### config.mk
export PLATFORM = sky130hd
export DESIGN_NAME = grid_debinarizer
export DESIGN_NICKNAME = d
export VERILOG_FILES = /design/src/rtl/atomik_grid_pkg.sv /design/src/rtl/recon_level_calc.sv /design/src/rtl/grid_debinarizer.sv
export SDC_FILE = /design/constraint.sdc
export NUM_CORES = 1
export LEC_CHECK = 0
export ABC_AREA = 1
export BUFFER_PORTS_ARGS = -buffer_cell sky130_fd_sc_hd__clkbuf_2
export CAP_MARGIN = 20
export CORE_ASPECT_RATIO = 1.2
export CORE_MARGIN = 3
export CORE_UTILIZATION = 35
export CTS_CLUSTER_SIZE = 40
export DETAILED_ROUTE_END_ITERATION = 8
export GPL_TIMING_DRIVEN = 0
export SYNTH_ARGS = -nofsm -noshare
export SYNTH_HDL_FRONTEND = slang
export SYNTH_SLANG_ARGS = --single-unit
### constraint.sdc
create_clock -name clk_i -period 1.73 [get_ports clk_i]
set_input_delay 0 -clock clk_i [delete_from_list [all_inputs] [get_ports clk_i]]
set_output_delay 0 -clock clk_i [all_outputs]
set_load 0.01 [all_outputs]
### src/rtl/atomik_grid_pkg.sv
// Shared constants and types for the binary-grid pixel path.
package atomik_grid_pkg;

  localparam int unsigned GRID_W = 25;
  localparam int unsigned GRID_H = 25;
  localparam int unsigned COL_W  = $clog2(GRID_W);
  localparam int unsigned ROW_W  = $clog2(GRID_H);

  localparam logic [7:0] DEFAULT_DELTA = 8'd32;

  typedef enum logic {
    StIdle = 1'b0,
    StEmit = 1'b1
  } grid_state_e;

endpackage

### src/rtl/recon_level_calc.sv
// Saturating two-level reconstruction: hi = min(mean+delta,255), lo = max(mean-delta,0).
module recon_level_calc (
  input  logic [7:0] mean_i,
  input  logic [7:0] delta_i,
  output logic [7:0] hi_o,
  output logic [7:0] lo_o
);

  logic [8:0] sum;

  // 9-bit sum exposes the carry used for the upper clamp
  always_comb begin
    sum  = {1'b0, mean_i} + {1'b0, delta_i};
    hi_o = sum[8] ? 8'hFF : sum[7:0];
    lo_o = (mean_i < delta_i) ? 8'h00 : (mean_i - delta_i);
  end

endmodule

### src/rtl/grid_debinarizer.sv
// Expands one binarized grid row at a time into a serial 8-bit pixel stream.
module grid_debinarizer
  import atomik_grid_pkg::*;
#(
  parameter int unsigned GridW = GRID_W,
  parameter int unsigned GridH = GRID_H,
  parameter logic [7:0]  Delta = DEFAULT_DELTA
) (
  input  logic                       clk_i,
  input  logic                       rst_ni,
  input  logic                       frame_sync_i,
  input  logic [GridW-1:0]           row_bits_i,
  input  logic [7:0]                 row_mean_i,
  input  logic                       row_valid_i,
  output logic                       row_ready_o,
  output logic [7:0]                 pixel_out_o,
  output logic                       pixel_valid_o,
  input  logic                       pixel_ready_i,
  output logic                       pixel_last_col_o,
  output logic                       frame_end_o,
  output logic [$clog2(GridH)-1:0]   row_idx_o,
  output logic [$clog2(GridW)-1:0]   col_idx_o
);

  localparam int unsigned ColW = $clog2(GridW);
  localparam int unsigned RowW = $clog2(GridH);
  localparam logic [ColW-1:0] LastCol = ColW'(GridW - 1);
  localparam logic [RowW-1:0] LastRow = RowW'(GridH - 1);

  grid_state_e     state_q, state_d;
  logic [GridW-1:0] shift_q, shift_d;
  logic [7:0]      hi_q, hi_d, lo_q, lo_d;
  logic [7:0]      pix_q, pix_d;
  logic            pix_valid_q, pix_valid_d;
  logic            row_ready_q, row_ready_d;
  logic            last_col_q, last_col_d;
  logic            frame_end_q, frame_end_d;
  logic [ColW-1:0] col_q, col_d;
  logic [RowW-1:0] row_q, row_d;

  logic [7:0] calc_hi, calc_lo;
  logic       row_hs, pix_hs;

  recon_level_calc u_calc (
    .mean_i  (row_mean_i),
    .delta_i (Delta),
    .hi_o    (calc_hi),
    .lo_o    (calc_lo)
  );

  assign row_hs = row_valid_i && row_ready_q;
  assign pix_hs = pix_valid_q && pixel_ready_i;

  // Next-state: frame_sync overrides everything, otherwise IDLE/EMIT sequencing
  always_comb begin
    state_d     = state_q;
    shift_d     = shift_q;
    hi_d        = hi_q;
    lo_d        = lo_q;
    pix_d       = pix_q;
    pix_valid_d = pix_valid_q;
    row_ready_d = row_ready_q;
    last_col_d  = last_col_q;
    frame_end_d = frame_end_q;
    col_d       = col_q;
    row_d       = row_q;

    if (frame_sync_i) begin
      state_d     = StIdle;
      pix_valid_d = 1'b0;
      last_col_d  = 1'b0;
      frame_end_d = 1'b0;
      row_d       = '0;
      col_d       = '0;
      row_ready_d = 1'b1;
    end else begin
      case (state_q)
        StIdle: begin
          row_ready_d = 1'b1;
          if (row_hs) begin
            // Column 0 is presented on the same edge the row is captured
            shift_d     = row_bits_i;
            hi_d        = calc_hi;
            lo_d        = calc_lo;
            row_ready_d = 1'b0;
            state_d     = StEmit;
            pix_valid_d = 1'b1;
            pix_d       = row_bits_i[0] ? calc_hi : calc_lo;
            col_d       = '0;
            last_col_d  = (LastCol == '0);
            frame_end_d = last_col_d && (row_q == LastRow);
          end
        end
        StEmit: begin
          if (pix_hs) begin
            if (col_q == LastCol) begin
              pix_valid_d = 1'b0;
              row_ready_d = 1'b1;
              state_d     = StIdle;
              row_d       = (row_q == LastRow) ? '0 : row_q + 1'b1;
              col_d       = '0;
              last_col_d  = 1'b0;
              frame_end_d = 1'b0;
            end else begin
              // shift_q[0] is the column on the output; bit 1 is the next one
              pix_d       = shift_q[1] ? hi_q : lo_q;
              shift_d     = shift_q >> 1;
              col_d       = col_q + 1'b1;
              last_col_d  = (col_d == LastCol);
              frame_end_d = last_col_d && (row_q == LastRow);
            end
          end
        end
        default: state_d = StIdle;
      endcase
    end
  end

  // State and registered outputs
  always_ff @(posedge clk_i or negedge rst_ni) begin
    if (!rst_ni) begin
      state_q     <= StIdle;
      shift_q     <= '0;
      hi_q        <= '0;
      lo_q        <= '0;
      pix_q       <= '0;
      pix_valid_q <= 1'b0;
      row_ready_q <= 1'b0;
      last_col_q  <= 1'b0;
      frame_end_q <= 1'b0;
      col_q       <= '0;
      row_q       <= '0;
    end else begin
      state_q     <= state_d;
      shift_q     <= shift_d;
      hi_q        <= hi_d;
      lo_q        <= lo_d;
      pix_q       <= pix_d;
      pix_valid_q <= pix_valid_d;
      row_ready_q <= row_ready_d;
      last_col_q  <= last_col_d;
      frame_end_q <= frame_end_d;
      col_q       <= col_d;
      row_q       <= row_d;
    end
  end

  assign row_ready_o      = row_ready_q;
  assign pixel_out_o      = pix_q;
  assign pixel_valid_o    = pix_valid_q;
  assign pixel_last_col_o = last_col_q;
  assign frame_end_o      = frame_end_q;
  assign row_idx_o        = row_q;
  assign col_idx_o        = col_q;

endmodule

==> metrics.cfg <==
[worst_setup_path]
timing.rr.start = col_idx_o[0]
critPathMaxFanout = 10
crit_path_start = col_idx_o[0]
worstPathRequired_ns = 2.01
start_kind = flip-flop
r2r_slack_ns = 0.20
crit_type = flip-flop to flip-flop
worstRegToRegCells = 10
cp-end-kind = flip-flop
r2r_end = pixel_out_o[0]
arrival_ns = 1.82

[finish]
fin_nets = 609
area_growth_syn_to_layout_pct = 29.5
diodes = 0
layout-drive-gt1-share_pct = 19.3

[run_status]
status = finished clean

[yosys]
synthMuxAreaShare_pct = 0
synth-xor-area-share_pct = 0.257
netlist_top_cells_area = dfrtp_1 (46%), nand2_1 (25%), o21ai_0 (4.7%)
postSynthCellCount = 464
synthSimpleGateAreaFrac_pct = 34.2
synth_compound_area_share_pct = 7.95
ys_seq_area_share_pct = 46.2
synth_top_cell_area_share_pct = 46.2
ys_types = 27
ys_ff_latch = 63
yosys.area.top_type = dfrtp_1
avgSynthCellArea_um2 = 7.36
synth_top_family_by_area = simple AND/OR/NAND/NOR gates
synthAdderAreaFrac_pct = 2.57
yosysWarnings = 0
synth_area_um2 = 3410
synth_nets = 509

[cts]
h-tree-depth = 3
cts_buffers = 9
clockBufferDepth = 2
insertion_delay_ns = 0.35
post-cts-setup-buffers = 0
numClockSinks = 63
cts_tree = yes
root_buffer = clkbuf_8
path_clk_slew_ns = 0.07
ctsResizeCount = 0
ctsHoldBuffers = 30

[die]
core-area_um2 = 9270
die-area_um2 = 11000
die_w_um = 96.2
fp-row-count = 38
die_h_um = 114
ios = 60
initial_utilization_pct = 36.8

[drt]
ant_nets = 0
vias = 3211
drt_iter0_markers = 185
drc_errors = 0
viasPerCell = 4.66
wl_um = 8430
avgRoutedWirePerCell_um = 12.2
firstDrtPassIters = 4

[pwr]
p_per_area_nw_per_um2 = 1450
leakage_nw = 2.43
irDropWorstVdd_uv = 738
total_power_mw = 6.40

[global_routing]
grtUsageTotal_pct = 16.5
grt_pass1_vias = 3159
grt_overflow_total = 0
antenna_found_initial = 0
grt_pass1_wl_um = 14200
grt_start_max_net_pins = 36

[sta]
fin_skew_ns = 0.0104
timing.setup.tns_ns = 0
setup_violations = 0
min_period_ns = 1.53
fmax_mhz = 653
hold_viol_final = 0
worst_pin_slew_ns = 0.461
slew_violations = 0
period_share_pct = 88.5
rsz0062_at_grt = no
slew_headroom_pct = 69.3

[run]
drv_cap = 0

[hold_path]
hold_path.class = input port to flip-flop
min_from = row_mean_i[5]
whs_endpoint = lo_q[5]
min_path_cells = 4

[placement]
port_buffers = 58
place_congestion = 0.803
dp.final_hpwl_um = 5850

-- cells by family after synthesis --
kind of cell	count (synthesis)
AOI/OAI and AO/OA	51
xor gates and xnor gates	1
adders and majority gates	7
buffers and inverters	62
DFF	63
and+or+nand+nor	280
-- routing by layer --
layer / up-vias / part of all wire (%) / routed length, um / global-route usage, %
li1: 1641 / - / - / -
met3: 17 / 4.7 / 398 / 2.76
met1: 1477 / 45 / 3770 / 20.5
met5: - / 0 / 0 / 0
met2: 76 / 48 / 4040 / 27.3
met4: 0 / 2.6 / 220 / 8.35
-- layout by cell type (no fill, tap or decap), drive strengths merged --
master / instances
nor2: 16
nand4: 5
xor2: 1
buf: 17
o21a: 1
a31oi: 2
bufinv: 2
ha: 7
nand3: 30
dlygate4sd3: 30
o21ai: 38
nand2: 229
inv: 45
clkbuf: 73
dfrtp: 63
a21oi: 10
-- worst max-delay path, stage by stage (launching register included) --
cell and delay [ns]:
dfrtp_1 0.40, inv_1 0.09, ha_1 0.20, nand2_1 0.05
inv_1 0.06, nand3_2 0.11, nand3_4 0.14, inv_4 0.10
buf_6 0.17, nand3_2 0.09, nand2_1 0.06
-- where the power goes --
| group | total, mW | switching [mW] | internal, mW | leakage [nW] |
|---|---|---|---|---|
| clock | 1.55 | 0.578 | 0.971 | 0.123 |
| sequential | 2.36 | 0.325 | 2.04 | 0.800 |
| combinational | 2.49 | 1.53 | 0.963 | 1.51 |
| total | 6.40 | 2.43 | 3.97 | 2.43 |
-- area by class of cell --
type                       count  area, um^2
buffer                        17         130
clock buffer                  14         183
clock inverter                 2        60.1
fill                         925        4850
inverter                      45         171
multi-input combinational    339        1540
sequential                    63        1580
tap                          120         150
timing repair buffer          89         613
-- state kept, by name, indices dropped and copies added, names as in the netlist --
signal	flops
lo_q	8
hi_q	8
row_idx_o	5
shift_q	24
col_idx_o	5
frame_end_o	1
pixel_valid_o	1
pixel_last_col_o	1
pixel_out_o	8
state_q	1
row_ready_o	1
-- worst max-delay path by stage --
stage	endpoint	slack [ns]	depth (start not counted)
2_1_floorplan	pixel_out_o[5]	0.32	10
3_3_place_gp	shift_q[16]	0.18	1
3_5_place_dp	pixel_out_o[0]	0.21	10
4_1_cts	pixel_out_o[1]	0.19	10
5_1_grt	pixel_out_o[3]	0.06	10
6_report	pixel_out_o[0]	0.20	10
-- metrics by stage --
stage,area [um^2],util (%),cells,hold slack (ns),worst slack [ns]
4_1_cts,4420,47.7,689,0.0440,0.191
3_3_place_gp,3850,41.6,642,0.269,0.177
2_1_floorplan,3410,-,464,-0.296,0.321
5_1_grt,4420,47.7,689,0.0953,0.0563
3_5_place_dp,3880,41.8,643,-0.00571,0.206
6_report,4420,47.7,689,0.0579,0.199
-- Yosys cell counts (all sizes together) --
| cell type | number |
|---|---|
| a21oi | 10 |
| clkbuf | 1 |
| buf | 16 |
| nand3 | 30 |
| a31oi | 2 |
| inv | 45 |
| nor2 | 16 |
| o21a | 1 |
| nand2 | 229 |
| dfrtp | 63 |
| xor2 | 1 |
| o21ai | 38 |
| ha | 7 |
| nand4 | 5 |
Note: power is estimated with default switching activity, not from simulation.
